## config.mk

```make
export PLATFORM = sky130hd
export DESIGN_NAME = spi_xip_bridge
export DESIGN_NICKNAME = d
export VERILOG_FILES = /design/src/rtl/spi_xip_pkg.sv /design/src/rtl/spi_xip_bridge_apb_single_master.sv /design/src/rtl/spi_xip_bridge.sv
export SDC_FILE = /design/constraint.sdc
export NUM_CORES = 1
export LEC_CHECK = 0
export ABC_AREA = 1
export BUFFER_PORTS_ARGS = -buffer_cell sky130_fd_sc_hd__buf_2
export CAP_MARGIN = 10
export CORE_UTILIZATION = 40
export DETAILED_ROUTE_END_ITERATION = 10
export PLACE_DENSITY_LB_ADDON = 0.05
export SLEW_MARGIN = 5
export SYNTH_ARGS = -nofsm -noshare
export SYNTH_HDL_FRONTEND = slang
export SYNTH_HIERARCHICAL = 1
export SYNTH_SLANG_ARGS = --single-unit
```

## constraint.sdc

```tcl
create_clock -name PCLK -period 4.8 [get_ports PCLK]
set_clock_uncertainty 0.2 [all_clocks]
set_input_delay 0.72 -clock PCLK [delete_from_list [all_inputs] [get_ports PCLK]]
set_output_delay 0.72 -clock PCLK [all_outputs]
set_load 0.05 [all_outputs]
```

## src/rtl/spi_xip_pkg.sv

```systemverilog
// Shared definitions for the SPI NOR execute-in-place bridge.
package spi_xip_pkg;

   localparam logic [4:0] OFS_RX0  = 5'h00;
   localparam logic [4:0] OFS_TX0  = 5'h00;
   localparam logic [4:0] OFS_TX1  = 5'h04;
   localparam logic [4:0] OFS_CTRL = 5'h10;

   localparam logic [7:0] READ_CMD_DEF = 8'h03;

   typedef enum logic [2:0] {
      ST_IDLE    = 3'd0,
      ST_WR_TX1  = 3'd1,
      ST_WR_TX0  = 3'd2,
      ST_WR_CTRL = 3'd3,
      ST_POLL    = 3'd4,
      ST_RD_RX   = 3'd5,
      ST_RESP    = 3'd6
   } xip_state_t;

   // States that own a downstream APB transfer.
   function automatic logic is_xfer_state(input xip_state_t s);
      logic r;
      case (s)
         ST_WR_TX1, ST_WR_TX0, ST_WR_CTRL, ST_POLL, ST_RD_RX: r = 1'b1;
         default:                                            r = 1'b0;
      endcase
      return r;
   endfunction

endpackage

```

## src/rtl/spi_xip_bridge_apb_single_master.sv

```systemverilog
// One APB transfer at a time; a start coinciding with done chains straight
// into the next SETUP so back-to-back transfers leave no idle cycle.
module apb_single_master (
   input  logic        PCLK,
   input  logic        PRESETN,
   input  logic        start_i,
   input  logic [4:0]  addr_i,
   input  logic        write_i,
   input  logic [31:0] wdata_i,
   output logic        busy_o,
   output logic        done_o,
   output logic [31:0] rdata_o,
   output logic        err_o,
   output logic [4:0]  paddr_o,
   output logic        psel_o,
   output logic        penable_o,
   output logic        pwrite_o,
   output logic [31:0] pwdata_o,
   input  logic [31:0] prdata_i,
   input  logic        pready_i,
   input  logic        pslverr_i
);

   logic        psel_q, psel_d;
   logic        penable_q, penable_d;
   logic        pwrite_q, pwrite_d;
   logic [4:0]  paddr_q, paddr_d;
   logic [31:0] pwdata_q, pwdata_d;

   assign done_o    = psel_q & penable_q & pready_i;
   assign busy_o    = psel_q;
   assign rdata_o   = prdata_i;
   assign err_o     = pslverr_i;
   assign psel_o    = psel_q;
   assign penable_o = penable_q;
   assign pwrite_o  = pwrite_q;
   assign paddr_o   = paddr_q;
   assign pwdata_o  = pwdata_q;

   // Phase sequencing; address/control are only loaded when a SETUP begins.
   always_comb begin
      psel_d    = psel_q;
      penable_d = penable_q;
      pwrite_d  = pwrite_q;
      paddr_d   = paddr_q;
      pwdata_d  = pwdata_q;
      if (done_o) begin
         if (start_i) begin
            psel_d    = 1'b1;
            penable_d = 1'b0;
            pwrite_d  = write_i;
            paddr_d   = addr_i;
            pwdata_d  = wdata_i;
         end else begin
            psel_d    = 1'b0;
            penable_d = 1'b0;
         end
      end else if (psel_q && !penable_q) begin
         penable_d = 1'b1;
      end else if (!psel_q && start_i) begin
         psel_d    = 1'b1;
         penable_d = 1'b0;
         pwrite_d  = write_i;
         paddr_d   = addr_i;
         pwdata_d  = wdata_i;
      end else begin
         psel_d    = psel_q;
         penable_d = penable_q;
      end
   end

   always_ff @(posedge PCLK or negedge PRESETN) begin
      if (!PRESETN) begin
         psel_q    <= 1'b0;
         penable_q <= 1'b0;
         pwrite_q  <= 1'b0;
         paddr_q   <= 5'h00;
         pwdata_q  <= 32'h0000_0000;
      end else begin
         psel_q    <= psel_d;
         penable_q <= penable_d;
         pwrite_q  <= pwrite_d;
         paddr_q   <= paddr_d;
         pwdata_q  <= pwdata_d;
      end
   end

endmodule

```

## src/rtl/spi_xip_bridge.sv

```systemverilog
// Read-only XIP bridge: turns each upstream APB word read into a scripted
// 0x03 READ sequence on the SPI controller's APB slave port.
module spi_xip_bridge
   import spi_xip_pkg::*;
#(
   parameter logic [31:0] CTRL_VAL = 32'h0000_2540,
   parameter int          GO_BIT   = 8,
   parameter int          POLL_MAX = 1024,
   parameter logic [7:0]  READ_CMD = READ_CMD_DEF
) (
   input  logic        PCLK,
   input  logic        PRESETN,
   input  logic [31:0] s_paddr,
   input  logic        s_psel,
   input  logic        s_penable,
   input  logic        s_pwrite,
   input  logic [31:0] s_pwdata,
   output logic [31:0] s_prdata,
   output logic        s_pready,
   output logic        s_pslverr,
   output logic [4:0]  m_paddr,
   output logic        m_psel,
   output logic        m_penable,
   output logic        m_pwrite,
   output logic [31:0] m_pwdata,
   input  logic [31:0] m_prdata,
   input  logic        m_pready,
   input  logic        m_pslverr
);

   localparam int             PW        = $clog2(POLL_MAX + 1);
   localparam logic [PW-1:0]  POLL_LAST = PW'(POLL_MAX - 1);

   xip_state_t    state_q, state_d;
   logic [PW-1:0] poll_q, poll_d;
   logic [21:0]   addr_q, addr_d;
   logic [31:0]   data_q, data_d;
   logic          err_q, err_d;
   logic          s_pready_q, s_pslverr_q;

   logic          start_s, x_write_s, mst_busy_s, mst_done_s, mst_err_s;
   logic [4:0]    x_addr_s;
   logic [31:0]   x_wdata_s, mst_rdata_s;
   logic          unused_s;

   assign unused_s  = ^{s_pwdata, s_paddr[31:24], s_paddr[1:0]};
   assign s_prdata  = data_q;
   assign s_pready  = s_pready_q;
   assign s_pslverr = s_pslverr_q;

   // Sequencer next state; any downstream error ends the sequence in RESP.
   always_comb begin
      state_d = state_q;
      poll_d  = poll_q;
      addr_d  = addr_q;
      data_d  = data_q;
      err_d   = err_q;
      case (state_q)
         ST_IDLE: begin
            poll_d = '0;
            if (s_psel && s_penable) begin
               if (s_pwrite) begin
                  err_d   = 1'b1;
                  state_d = ST_RESP;
               end else begin
                  err_d   = 1'b0;
                  addr_d  = s_paddr[23:2];
                  state_d = ST_WR_TX1;
               end
            end else begin
               state_d = ST_IDLE;
            end
         end
         ST_WR_TX1, ST_WR_TX0, ST_WR_CTRL, ST_POLL, ST_RD_RX: begin
            if (mst_done_s) begin
               if (mst_err_s) begin
                  err_d   = 1'b1;
                  state_d = ST_RESP;
               end else begin
                  case (state_q)
                     ST_WR_TX1:  state_d = ST_WR_TX0;
                     ST_WR_TX0:  state_d = ST_WR_CTRL;
                     ST_WR_CTRL: state_d = ST_POLL;
                     ST_POLL: begin
                        if (!mst_rdata_s[GO_BIT]) begin
                           state_d = ST_RD_RX;
                        end else if (poll_q == POLL_LAST) begin
                           err_d   = 1'b1;
                           state_d = ST_RESP;
                        end else begin
                           poll_d  = poll_q + PW'(1);
                        end
                     end
                     ST_RD_RX: begin
                        data_d  = mst_rdata_s;
                        state_d = ST_RESP;
                     end
                     default: state_d = ST_IDLE;
                  endcase
               end
            end else begin
               state_d = state_q;
            end
         end
         ST_RESP: state_d = ST_IDLE;
         default: state_d = ST_IDLE;
      endcase
   end

   // Launch when a transfer state is first settled in, or chain on done.
   always_comb begin
      start_s   = is_xfer_state(state_q) && is_xfer_state(state_d) && (mst_done_s || !mst_busy_s);
      x_addr_s  = 5'h00;
      x_write_s = 1'b0;
      x_wdata_s = 32'h0000_0000;
      case (state_d)
         ST_WR_TX1: begin
            x_addr_s  = OFS_TX1;
            x_write_s = 1'b1;
            x_wdata_s = {READ_CMD, addr_q, 2'b00};
         end
         ST_WR_TX0: begin
            x_addr_s  = OFS_TX0;
            x_write_s = 1'b1;
         end
         ST_WR_CTRL: begin
            x_addr_s  = OFS_CTRL;
            x_write_s = 1'b1;
            x_wdata_s = CTRL_VAL;
         end
         ST_POLL:  x_addr_s = OFS_CTRL;
         ST_RD_RX: x_addr_s = OFS_RX0;
         default:  x_addr_s = 5'h00;
      endcase
   end

   always_ff @(posedge PCLK or negedge PRESETN) begin
      if (!PRESETN) begin
         state_q     <= ST_IDLE;
         poll_q      <= '0;
         addr_q      <= 22'h0;
         data_q      <= 32'h0000_0000;
         err_q       <= 1'b0;
         s_pready_q  <= 1'b0;
         s_pslverr_q <= 1'b0;
      end else begin
         state_q     <= state_d;
         poll_q      <= poll_d;
         addr_q      <= addr_d;
         data_q      <= data_d;
         err_q       <= err_d;
         s_pready_q  <= (state_d == ST_RESP);
         s_pslverr_q <= (state_d == ST_RESP) && err_d;
      end
   end

   apb_single_master u_mst (
      .PCLK      (PCLK),
      .PRESETN   (PRESETN),
      .start_i   (start_s),
      .addr_i    (x_addr_s),
      .write_i   (x_write_s),
      .wdata_i   (x_wdata_s),
      .busy_o    (mst_busy_s),
      .done_o    (mst_done_s),
      .rdata_o   (mst_rdata_s),
      .err_o     (mst_err_s),
      .paddr_o   (m_paddr),
      .psel_o    (m_psel),
      .penable_o (m_penable),
      .pwrite_o  (m_pwrite),
      .pwdata_o  (m_pwdata),
      .prdata_i  (m_prdata),
      .pready_i  (m_pready),
      .pslverr_i (m_pslverr)
   );

endmodule

```

# [Word-level counts from Yosys, hierarchy flattened]
# Index checks and enable logic that the tools add are counted.
# W data, S select, Z words.
[totals] regBits=111 out_inout_bits=74 elab_cells=104
[op_classes] addsub=1 n_eq_ne=19 n_mux=46 n_bitwise=4 n_reduce_logical=22
[op_table] op="$mux W32" count=4
[op_table] op="$mux W11" count=5
[op_table] op="$pmux W26 S2" count=1
[op_table] op="$pmux W11 S2" count=1
[op_table] op="$mux W1" count=21
[op_table] op="$mux W5" count=4
[op_table] op="$mux W3" count=6
[op_table] op="$eq A3 B3 Y1 const B" count=5
[op_table] op="$pmux W3 S5" count=1
[op_table] op="$eq A3 B2 Y1 const B" count=4
[op_table] op="$ne A2 B2 Y1 const B" count=6
[op_table] op="$add A11 B1 Y11 const B" count=1
[op_table] op="$eq A11 B10 Y1 const B" count=1
[op_table] op="$pmux W5 S2" count=1
[op_table] op="$reduce_or A5 Y1" count=2
[op_table] op="$eq A3 B1 Y1 const B" count=2
[op_table] op="$logic_and A1 B1 Y1" count=6
[op_table] op="$pmux W3 S2" count=1
[op_table] op="$reduce_and A3 Y1" count=2
[op_table] op="$reduce_and A6 Y1" count=1
[op_table] op="$reduce_and A4 Y1" count=1
[op_table] op="$reduce_bool A2 Y1" count=2
[op_table] op="$logic_not A3 Y1" count=1
[op_table] op="$reduce_bool A3 Y1" count=1
[op_table] op="9 further kinds" count=12

# [Depth between registers and ports, before layout]
# Gate-level depths: netlist of run 1.
[depth] ltp_word=16 ltp_mapped=18 mapped_depth_nobuf=15

# [Modules after synthesis]
# Netlist of run 1, hierarchy kept.
[modules_own_cells] module="spi_xip_bridge" instances=1 cells_per_inst=353 area_per_inst_um2=3352.0 seq_area_each_um2=1776.7
[modules_own_cells] module="apb_single_master" instances=1 cells_per_inst=209 area_per_inst_um2=1848.0 seq_area_each_um2=1001.0

# [Worst setup path before layout of run 1]
# No wires, ideal clock.
[synth_path] kind="input to register" startpoint="in m_pready" endpoint="reg u_mst.paddr_q[0] (netlist: u_mst/paddr_o[0])" setup_time_ns=0.119 t_arrival_ns=2.339 setup_slack_ns=2.142 cell_stages=17 path_buffers=2 cell_sequence="nand2_1 nor2_1 inv_2 nor2_2 nand2_1 a21oi_1 nand2_1 nand2_2 nand3_1 nand3_1 nand2_1 inv_1 nand2_1 buf_6 buf_6 nand2_1 nand2_1"
[synth_between] elab_chain_cells=11 elab_cells_between_ends=19
[synth_lines] element="from (decl)" line="spi_xip_bridge.sv:27" text="input logic m_pready,"
[synth_lines] element="$and A1 B1 Y1 (*)" line="spi_xip_bridge_apb_single_master.sv:30" text="assign done_o = psel_q & penable_q & pready_i;"
[synth_lines] element="named net mst_done_s" line="spi_xip_bridge.sv:41" text="logic start_s, x_write_s, mst_busy_s, mst_done_s, mst_err_s;"
[synth_lines] element="$mux W3" line="spi_xip_bridge.sv:75" text="if (mst_done_s) begin"
[synth_lines] element="$pmux W3 S2" line="spi_xip_bridge.sv:58" text="case (state_q)"
[synth_lines] element="$eq A3 B3 Y1, or another cell as far along" line="spi_xip_pkg.sv:24" text="case (s)"
[synth_lines] element="$reduce_or A5 Y1" line="spi_xip_pkg.sv:24"
[synth_lines] element="$mux W1" line="spi_xip_pkg.sv:24"
[synth_lines] element="$logic_and A1 B1 Y1" line="spi_xip_bridge.sv:112" text="start_s = is_xfer_state(state_q) && is_xfer_state(state_d) && (mst_done_s || !mst_busy_s);"
[synth_lines] element="$logic_and A1 B1 Y1 (*)" line="spi_xip_bridge.sv:112"
[synth_lines] element="named net start_s" line="spi_xip_bridge.sv:41"
[synth_lines] element="$logic_and A1 B1 Y1" line="spi_xip_bridge_apb_single_master.sv:60" text="end else if (!psel_q && start_i) begin"
[synth_lines] element="$reduce_bool A2 Y1 (no source line)"
[synth_lines] element="$reduce_and A3 Y1 (no source line) (*)"
[synth_lines] element="to (signal assigned)" line="spi_xip_bridge_apb_single_master.sv:83" text="paddr_q <= paddr_d;"
[synth_lines] element="to (decl)" line="spi_xip_bridge_apb_single_master.sv:27" text="logic [4:0] paddr_q, paddr_d;"
# Mark *: on every way through the listed nets, which the timed path passes. The rest lies on a longest branch.
# A chain may end at the register's enable or synchronous reset.

# [Worst setup path in the final report of run 1]
[layout_path] startpoint="reg u_mst.psel_q (netlist: u_mst/busy_o)" endpoint="reg u_mst.penable_q (netlist: u_mst/penable_o)"
[layout_between] elab_chain_cells=11 elab_cells_between_ends=20
[layout_lines] element="from (decl)" line="spi_xip_bridge_apb_single_master.sv:24" text="logic psel_q, psel_d;"
[layout_lines] element="from (signal assigned)" line="spi_xip_bridge_apb_single_master.sv:80" text="psel_q <= psel_d;"
[layout_lines] element="$and A1 B1 Y1 (*) (2 in series)" line="spi_xip_bridge_apb_single_master.sv:30"
[layout_lines] element="named net mst_done_s" line="spi_xip_bridge.sv:41"
[layout_lines] element="$mux W3 (*)" line="spi_xip_bridge.sv:75"
[layout_lines] element="$pmux W3 S2 (*)" line="spi_xip_bridge.sv:58"
[layout_lines] element="named net state_d[2]" line="spi_xip_bridge.sv:34" text="xip_state_t state_q, state_d;"
[layout_lines] element="$eq A3 B3 Y1, or another cell as far along" line="spi_xip_pkg.sv:24"
[layout_lines] element="$reduce_or A5 Y1 (*)" line="spi_xip_pkg.sv:24"
[layout_lines] element="$mux W1 (*)" line="spi_xip_pkg.sv:24"
[layout_lines] element="$logic_and A1 B1 Y1 (*) (2 in series)" line="spi_xip_bridge.sv:112"
[layout_lines] element="named net start_s" line="spi_xip_bridge.sv:41"
[layout_lines] element="$logic_and A1 B1 Y1 (*)" line="spi_xip_bridge_apb_single_master.sv:60"
[layout_lines] element="$reduce_bool A3 Y1 (no source line) (*)"
[layout_lines] element="to (signal assigned)" line="spi_xip_bridge_apb_single_master.sv:81" text="penable_q <= penable_d;"
[layout_lines] element="to (decl)" line="spi_xip_bridge_apb_single_master.sv:25" text="logic penable_q, penable_d;"
# Marked as above.

==> flow_metrics.env, run 1 <==
export IMPL_cp_slowest_cell="dfrtp_1"
export IMPL_powerDensity_mw_per_mm2=636
export IMPL_crit_path_frequent_cell="nand3_1"
export IMPL_synth_cells=562
export IMPL_fmax_mhz=328
export IMPL_dp_hpwl_um=7240
export IMPL_outcome="completed"
export IMPL_setup_violations=0
export IMPL_area_growth_pct=17.1
export IMPL_fp_dieW_um=116
export IMPL_grt_pass1_vias=3677
export IMPL_via_per_inst=4.58
export IMPL_path_class="reg2reg"
export IMPL_crit_family="simple AND/OR/NAND/NOR gates"
export IMPL_antenna_found_initial=0
export IMPL_yosysUniqueCellTypes=32
export IMPL_layout_common_cells="nand2_1 (154), buf_2 (133), dfrtp_1 (111)"
export IMPL_cts_sinks=111
export IMPL_finalCritPeriodShare=0.636
export IMPL_clock_path_buffers=2
export IMPL_crit_chain="inv_1, nor2_1, inv_2, nor2_2, nand3_1, nand3_1, nand2_1, inv_2, nand2_4, nand3_1, nand2_1, inv_1, buf_4, inv_1, nand3_1, nand2_1"
export IMPL_start_kind="register"
export IMPL_slew_headroom=0.369
export IMPL_path_buf_inv=6
export IMPL_seqCellArea_mm2=0.00278
export IMPL_p_leak_nw=3.39
export IMPL_cts_root_buf="clkbuf_16"
export IMPL_coreArea_mm2=0.0127
export IMPL_yosysWarningCount=6
export IMPL_n_fill_cell=1278
export IMPL_ir_worst_vdd_v=0.000279
export IMPL_routabilityCongestion=0.817
export IMPL_grtUsageTotal=0.170
export IMPL_maxCapViolCount=0
export IMPL_rsz0062_at_grt="false"
export IMPL_end_kind="register"
export IMPL_slowest_delay_ps=470
export IMPL_hold_violations=0
export IMPL_routed_wl_um=10500
export IMPL_fp_dieH_um=116
export IMPL_placed_area_mm2=0.00576
export IMPL_ctsResizeCount=0
export IMPL_nets=769
export IMPL_die_area_mm2=0.0135
export IMPL_fin_area_mm2=0.00609
export IMPL_diodes=0
export IMPL_path_clk_slew_ps=70
export IMPL_ys_seq_elements=111
export IMPL_worstPathArrival_ps=3060
export IMPL_drtIter0Drc=130
export IMPL_drv_slew=0
export IMPL_vias=3857
export IMPL_ant_nets=0
export IMPL_p_total_mw=3.87
export IMPL_initial_core_util=0.410
export IMPL_avgSynthCellArea_um2=9.25
export IMPL_cp_data_required_time_ps=4810
export IMPL_tritoncts="yes"
export IMPL_drive_gt1_frac=0.319
export IMPL_drc=0
export IMPL_io_pins=177
export IMPL_tns_ps=0
export IMPL_cts_hold_buffers=0
export IMPL_multi_input_area_mm2=0.00187
export IMPL_grt_first_pass_wirelength_um=17500
export IMPL_use_met2=0.275
export IMPL_min_period_ps=3050
export IMPL_h_tree_depth=3
export IMPL_worstHoldPathType="reg2reg"
export IMPL_final_common_cell="nand2_1"
export IMPL_grt_overflow=0
export IMPL_grt_max_degree=78
export IMPL_wl_per_cell_um=12.5
export IMPL_holdWs_ps=269
export IMPL_met1_usage=0.213
export IMPL_yosysSeqAreaShare=0.534
export IMPL_crit_fanout=32
export IMPL_insertion_delay_ps=350
export IMPL_dr_pass1_iters=4
export IMPL_worst_pin_slew_ps=947
export IMPL_grt_busiest_layer="met2"
export IMPL_met3_usage=0.0397
export IMPL_post_cts_setup_buffer_count=0
export IMPL_cts_buffers=9
export IMPL_port_buffers=134
export IMPL_rows=41
export IMPL_syn_area_mm2=0.00520
==> tightest hold or removal path, stage by stage (launching register included) <==
cell,delay [ps]
dfrtp_1,340
nand2_1,50
nand2_1,50
==> final timing paths <==
check,startpoint,end,slack (ps),depth (start not counted)
min reg2reg,u_mst/pwdata_o[3],u_mst/pwdata_o[3],270,2
max reg2reg,u_mst/busy_o,u_mst/penable_o,1750,16
max in group asynchronous,PRESETN,err_q,3130,2
min in group asynchronous,PRESETN,poll_q[4],300,1
max,u_mst/busy_o,u_mst/penable_o,1750,16
min,u_mst/pwdata_o[3],u_mst/pwdata_o[3],270,2
==> synth_stat cells <==
cell,n,share of area
xor2_1,3,0.0051
nand2_4,3,0.0065
o21ai_0,27,0.026
inv_2,6,0.0043
nand3_2,2,0.0039
buf_2,10,0.0096
nor2_2,8,0.0096
clkbuf_1,6,0.0043
mux2_2,27,0.058
nor3_1,4,0.0039
buf_1,1,0.00072
inv_4,2,0.0024
mux2_1,4,0.0087
nand3b_1,1,0.0014
nand2_2,4,0.0048
o22ai_1,1,0.0012
buf_12,1,0.0039
dfrtp_1,111,0.53
or2_2,1,0.0012
nor2_4,5,0.011
buf_6,4,0.0087
ha_1,1,0.0024
nand4_1,6,0.0072
a21oi_1,6,0.0058
inv_1,39,0.028
nor2_8,1,0.0039
nand2_1,154,0.11
buf_4,35,0.051
conb_1,1,0.00072
nor4_4,1,0.0041
nand3_1,57,0.055
nor2_1,30,0.022
==> cell families (layout without fill, tap and decap cells) <==
| group | count (synthesis) | in the layout | share of synthesized area |
|---|---|---|---|
| xor+xnor | 3 | 3 | 0.00505 |
| flops | 111 | 111 | 0.534 |
| compound gates | 34 | 34 | 0.0330 |
| other cells | 1 | 11 | 0.000721 |
| fa+ha+maj | 1 | 1 | 0.00241 |
| mux | 31 | 31 | 0.0671 |
| simple gates | 277 | 277 | 0.245 |
| buf+inv | 104 | 202 | 0.113 |
==> area by class of cell <==
cell class,instances,area share
inverters,47,0.0298
flip-flops and latches,111,0.456
multi-input cells,357,0.308
clock inverters,6,0.0164
clock buffers,10,0.0376
repair buffers,139,0.117
well taps,172,0.0353
==> metrics by stage <==
stage | setup WS [ps] | instances | util
2_1_floorplan | 2140 | 572 | -
3_3_place_gp | 1460 | 826 | 0.455
3_5_place_dp | 1440 | 826 | 0.455
4_1_cts | 1700 | 842 | 0.480
5_1_grt | 1440 | 842 | 0.480
6_report | 1750 | 842 | 0.480
==> sequential cells by signal, summed over array words and instances, names as in the netlist <==
signal and count:
addr_q 22, err_q 1, poll_q 11, s_prdata 32, s_pready 1, s_pslverr 1
state_q 3, u_mst/busy_o 1, u_mst/paddr_o 5, u_mst/penable_o 1, u_mst/pwdata_o 32, u_mst/pwrite_o 1
==> layer usage <==
layer,vias up,wire (µm),part of all wire
met3,14,630,0.060
met4,0,224,0.021
li1,1946,-,-
met2,96,5000,0.47
met1,1801,4680,0.44
met5,-,0,0
==> power breakdown <==
group          total, mW  internal [mW]  switching, mW
clock network      0.821          0.468          0.353
registers           1.36           1.21          0.141
logic               1.69          0.379           1.32
Note: power is estimated with default switching activity, not from simulation.
==> run 2: changes to the inputs <==
clock period = 3 ns   (was 4.8 ns; I/O delays follow)
==> run 2 against run 1 <==
Compared with the run above: the flow now finishes with violations (hold timing); via count decreased by 0.91%; non-clock buffer count increased by 3; first-iteration DRC count increased by 4.6%; register-to-register slack got worse by 1400 ps; largest power group unchanged; clock-buffer cell count unchanged; critical path depth unchanged; worst setup slack got worse by 1400 ps; sequential cell count unchanged.
==> flow_metrics.env, run 2 (same netlist as run 1, synthesis figures left out) <==
export IMPL_grt_max_degree=64
export IMPL_coreArea_mm2=0.0127
export IMPL_hold_violations=12
export IMPL_drtIter0Drc=136
export IMPL_ant_nets=0
export IMPL_vias=3822
export IMPL_nets=772
export IMPL_crit_chain="nand2_1, nor2_1, inv_2, nor2_2, nand3_1, nand3_1, nand2_1, inv_2, nand2_4, nand3_1, nand2_1, inv_1, buf_6, inv_1, nand3_1, nand2_1"
export IMPL_final_common_cell="nand2_1"
export IMPL_rsz0062_at_grt="false"
export IMPL_tritoncts="yes"
export IMPL_grt_overflow=0
export IMPL_drc=0
export IMPL_io_pins=177
export IMPL_cts_buffers=9
export IMPL_worst_pin_slew_ps=816
export IMPL_die_area_mm2=0.0135
export IMPL_violations="hold timing"
export IMPL_antenna_found_initial=0
export IMPL_layout_common_cells="nand2_1 (154), buf_2 (133), dfrtp_1 (111)"
export IMPL_reg2reg_from="u_mst/penable_o"
export IMPL_fp_dieH_um=116
export IMPL_dp_hpwl_um=7390
export IMPL_maxCapViolCount=0
export IMPL_end_kind="register"
export IMPL_r2r_setup_slack_ps=300
export IMPL_slowest_delay_ps=410
export IMPL_clock_path_buffers=2
export IMPL_start_kind="register"
export IMPL_path_clk_slew_ps=70
export IMPL_cp_startpoint="u_mst/penable_o"
export IMPL_routabilityCongestion=0.811
export IMPL_wl_per_cell_um=12.7
export IMPL_fmax_mhz=371
export IMPL_instances_no_fill=845
export IMPL_cp_data_required_time_ps=3030
export IMPL_routed_wl_um=10700
export IMPL_cts_sinks=111
export IMPL_fin_area_mm2=0.00607
export IMPL_via_per_inst=4.52
export IMPL_grtUsageTotal=0.172
export IMPL_post_cts_setup_buffer_count=0
export IMPL_holdWs_ps=-10.9
export IMPL_crit_fanout=39
export IMPL_path_class="reg2reg"
export IMPL_tns_ps=0
export IMPL_place_inst=829
export IMPL_cts_root_buf="clkbuf_16"
export IMPL_diodes=0
export IMPL_p_leak_nw=3.39
export IMPL_slew_headroom=0.456
export IMPL_drive_gt1_frac=0.322
export IMPL_path_buf_inv=5
export IMPL_fin_util=0.479
export IMPL_worstPathArrival_ps=2730
export IMPL_initial_core_util=0.410
export IMPL_crit_path_end="u_mst/penable_o"
export IMPL_r2r_end="u_mst/penable_o"
export IMPL_placed_area_mm2=0.00579
export IMPL_worstHoldPathType="in2async"
export IMPL_fp_dieW_um=116
export IMPL_grt_pass1_vias=3666
export IMPL_r2r_cells=16
export IMPL_ir_worst_vdd_v=0.000581
export IMPL_min_period_ps=2700
export IMPL_drv_slew=0
export IMPL_h_tree_depth=3
export IMPL_port_buffers=134
export IMPL_outcome="finished with violations"
export IMPL_insertion_delay_ps=350
export IMPL_dr_pass1_iters=4
export IMPL_finalCritPeriodShare=0.899
export IMPL_crit_cells=16
export IMPL_cp_slowest_cell="dfrtp_1"
export IMPL_powerDensity_mw_per_mm2=991
export IMPL_rows=41
export IMPL_grt_first_pass_wirelength_um=17800
export IMPL_crit_family="simple AND/OR/NAND/NOR gates"
export IMPL_setup_violations=0
export IMPL_area_growth_pct=16.7
run 2: changes by cell type in the layout (fill, tap and decap cells not counted), sizes merged:
cell / delta
bufinv: -2
clkinv: +3
buf: +3
inv: -1
run 2: how the worst min path moves through the flow:
stage	slack, ps	endpoint	start
floorplan	-50	addr_q[0]	PRESETN
global route	60	s_prdata[3]	PRESETN
detailed placement	250	u_mst/pwdata_o[2]	u_mst/pwdata_o[2]
global placement	250	u_mst/pwdata_o[22]	u_mst/pwdata_o[22]
CTS	10	s_prdata[3]	PRESETN
finish	-10	s_prdata[3]	PRESETN
run 2: metal layers:
layer	track usage	vias up	part of all wire
met4	0.0821	0	0.022
met3	0.0413	15	0.053
met1	0.219	1768	0.46
li1	-	1945	-
met2	0.275	94	0.46
met5	0	-	0
run 2: metrics by stage:
| stage | power (mW) | setup slack, ps |
|---|---|---|
| detailed placement | 4.94 | 85.7 |
| floorplan | 4.38 | 358 |
| global placement | 4.90 | 151 |
| CTS | 6.10 | 170 |
| global route | 6.45 | 49.6 |
| finish | 6.01 | 302 |
run 2: cell type report:
type	instances	area (µm²)
fill	1286	6600
multi-input combinational	357	1870
tap	172	215
timing repair buffer	142	749
sequential	111	2780
clock buffer	10	229
inverter	47	181
clock inverter	6	43.8
run 2: what timing repair did:
action                                  4_1_cts  5_1_grt
hold endpoints to repair                      0        0
resized for setup                             0        1
hold buffers                                  0        0
endpoints found under the setup margin        0        1
run 2: report_power, final:
| part | leakage, nW | switching, mW | internal [mW] |
|---|---|---|---|
| Combinational | 1.78 | 2.10 | 0.622 |
| Sequential | 1.48 | 0.225 | 1.94 |
| Clock | 0.139 | 0.557 | 0.570 |
==> run 3: changes to the inputs <==
SETUP_SLACK_MARGIN = 0.5   (was unset)
==> run 3 against run 2 <==
Compared with the run above: the run now ends clean; die area did not move; core utilization rose by 1.9 points; hold slack improved by 120 ps; sequential cell count did not move; via count rose by 2.4%; final cell count rose by 1.3%; register-to-register slack improved by 350 ps; clock power rose by 9%; largest power group unchanged; total power rose by 6.8%; largest cell class unchanged; clock-buffer cell count did not move.
==> flow_metrics.env, run 3 (same netlist as run 1, synthesis figures left out) <==
export IMPL_intPower_mw=3.44
export IMPL_drtIter0Drc=218
export IMPL_tritoncts="yes"
export IMPL_r2r_setup_slack_ps=650
export IMPL_start_kind="register"
export IMPL_drive_gt1_frac=0.345
export IMPL_min_from="s_paddr[13]"
export IMPL_worst_pin_slew_ps=664
export IMPL_reg2reg_from="u_mst/penable_o"
export IMPL_routabilityCongestion=0.797
export IMPL_hold_violations=0
export IMPL_p_leak_nw=3.49
export IMPL_grt_first_pass_wirelength_um=17500
export IMPL_grt_max_degree=51
export IMPL_crit_fanout=10
export IMPL_grtUsageTotal=0.169
export IMPL_grt_pass1_vias=3679
export IMPL_dp_hpwl_um=7300
export IMPL_ir_worst_vdd_v=0.000466
export IMPL_io_pins=177
export IMPL_fmax_mhz=426
export IMPL_min_period_ps=2350
export IMPL_powerDensity_mw_per_mm2=1020
export IMPL_port_buffers=134
export IMPL_insertion_delay_ps=350
export IMPL_hold_end="addr_q[11]"
export IMPL_end_kind="register"
export IMPL_worstHoldPathType="in2reg"
export IMPL_finalCritPeriodShare=0.783
export IMPL_placed_area_mm2=0.00581
export IMPL_r2r_cells=16
export IMPL_p_sw_mw=2.99
export IMPL_diodes=0
export IMPL_swShare=0.465
export IMPL_cts_sinks=111
export IMPL_maxCapViolCount=0
export IMPL_coreArea_mm2=0.0127
export IMPL_die_area_mm2=0.0135
export IMPL_dr_pass1_iters=4
export IMPL_path_clk_slew_ps=70
export IMPL_hold_path_depth=3
export IMPL_clockPowerShare=0.191
export IMPL_cts_buffers=9
export IMPL_fp_dieW_um=116
export IMPL_holdWs_ps=106
export IMPL_nets=783
export IMPL_rows=41
export IMPL_drc=0
export IMPL_tns_ps=0
export IMPL_final_common_cell="nand2_1"
export IMPL_initial_core_util=0.410
export IMPL_grt_overflow=0
export IMPL_setup_violations=0
export IMPL_ant_nets=0
export IMPL_path_class="reg2reg"
export IMPL_layout_common_cells="nand2_1 (152), buf_2 (133), dfrtp_1 (109)"
export IMPL_pwr_share_comb=0.471
export IMPL_fin_area_mm2=0.00632
export IMPL_area_growth_pct=21.5
export IMPL_wl_per_cell_um=13.0
export IMPL_antenna_found_initial=0
export IMPL_cts_root_buf="clkbuf_16"
export IMPL_r2r_end="u_mst/pwdata_o[23]"
export IMPL_routed_wl_um=11100
export IMPL_outcome="completed"
export IMPL_cp_data_required_time_ps=3040
export IMPL_worstPathArrival_ps=2390
export IMPL_slew_headroom=0.557
export IMPL_fp_dieH_um=116
export IMPL_clock_path_buffers=2
export IMPL_rsz0062_at_grt="true"
export IMPL_h_tree_depth=3
export IMPL_drv_slew=0
export IMPL_vias=3913
export IMPL_via_per_inst=4.57
export IMPL_p_seq_frac=0.338
[run 3: cell types whose count changed in the layout (fill, tap and decap cells not counted), moves of 2 or more]
cell and delta:
dfrtp_2 +2, dfrtp_1 -2, buf_4 +5, nor2_4 +2
clkbuf_16 +2, buf_12 +3, nand2_1 -2
[run 3: metal layers]
| metal | vias up | part of all wire | GRT usage |
|---|---|---|---|
| met2 | 87 | 0.48 | 0.275 |
| met4 | 0 | 0.010 | 0.0538 |
| li1 | 1974 | - | - |
| met3 | 9 | 0.053 | 0.0544 |
| met1 | 1843 | 0.45 | 0.213 |
| met5 | - | 0 | 0 |
[run 3: timing repair]
action	4_1_cts	5_1_grt
endpoints found under the hold margin	48	0
hold buffers	1	0
cloned	0	3
resized for setup	7	10
pin swaps	0	5
setup endpoints to repair	38	38
buffers inserted	0	7
[run 3: worst max path at each step]
stage | to | from | slack, ps
4_1_cts | u_mst/pwdata_o[13] | poll_q[0] | 520
3_3_place_gp | u_mst/pwdata_o[3] | m_pready | 220
6_report | u_mst/pwdata_o[23] | u_mst/penable_o | 650
5_1_grt | u_mst/pwdata_o[1] | u_mst/penable_o | 480
2_1_floorplan | u_mst/paddr_o[0] | u_mst/penable_o | 510
3_5_place_dp | u_mst/pwdata_o[13] | m_pready | 170
[run 3: metrics by stage]
stage	power (mW)	setup WS, ps	utilization	cells
floorplan	4.38	509	-	572
global placement	4.93	224	0.458	829
detailed placement	4.97	170	0.458	829
CTS	6.26	522	0.486	846
global route	6.86	476	0.499	856
finish	6.43	651	0.499	856
[run 3: worst max-delay path, cell delays in order, from the launching register on]
cell and delay, ps:
dfrtp_2 400, nand2_2 100, nor2_4 170, inv_4 80
nor2_4 140, nand3_1 90, nand3_1 100, nand2_1 90
inv_2 100, nand3_1 90, nand3_1 100, nand2_1 60
inv_2 110, nand2_4 110, clkbuf_16 190, nand2_1 60
nand2_1 50
[run 3: power by group through the flow]
| stage | clock [mW] | combinational (mW) | sequential (mW) |
|---|---|---|---|
| after floorplan | 0 | 1.30 | 3.08 |
| after global placement | 0 | 2.75 | 2.18 |
| after detailed placement | 0 | 2.78 | 2.20 |
| after CTS | 1.27 | 2.82 | 2.17 |
| after global routing | 1.32 | 3.31 | 2.22 |
| final | 1.23 | 3.03 | 2.17 |
[run 3: area by class of cell]
class                           count  area [µm²]
Inverter                           47         186
Clock inverter                      6        68.8
Multi-Input combinational cell    357        1920
Clock buffer                       10         239
Sequential cell                   111        2780
Timing Repair Buffer              153         907
Tap cell                          172         215
Fill cell                        1287        6350
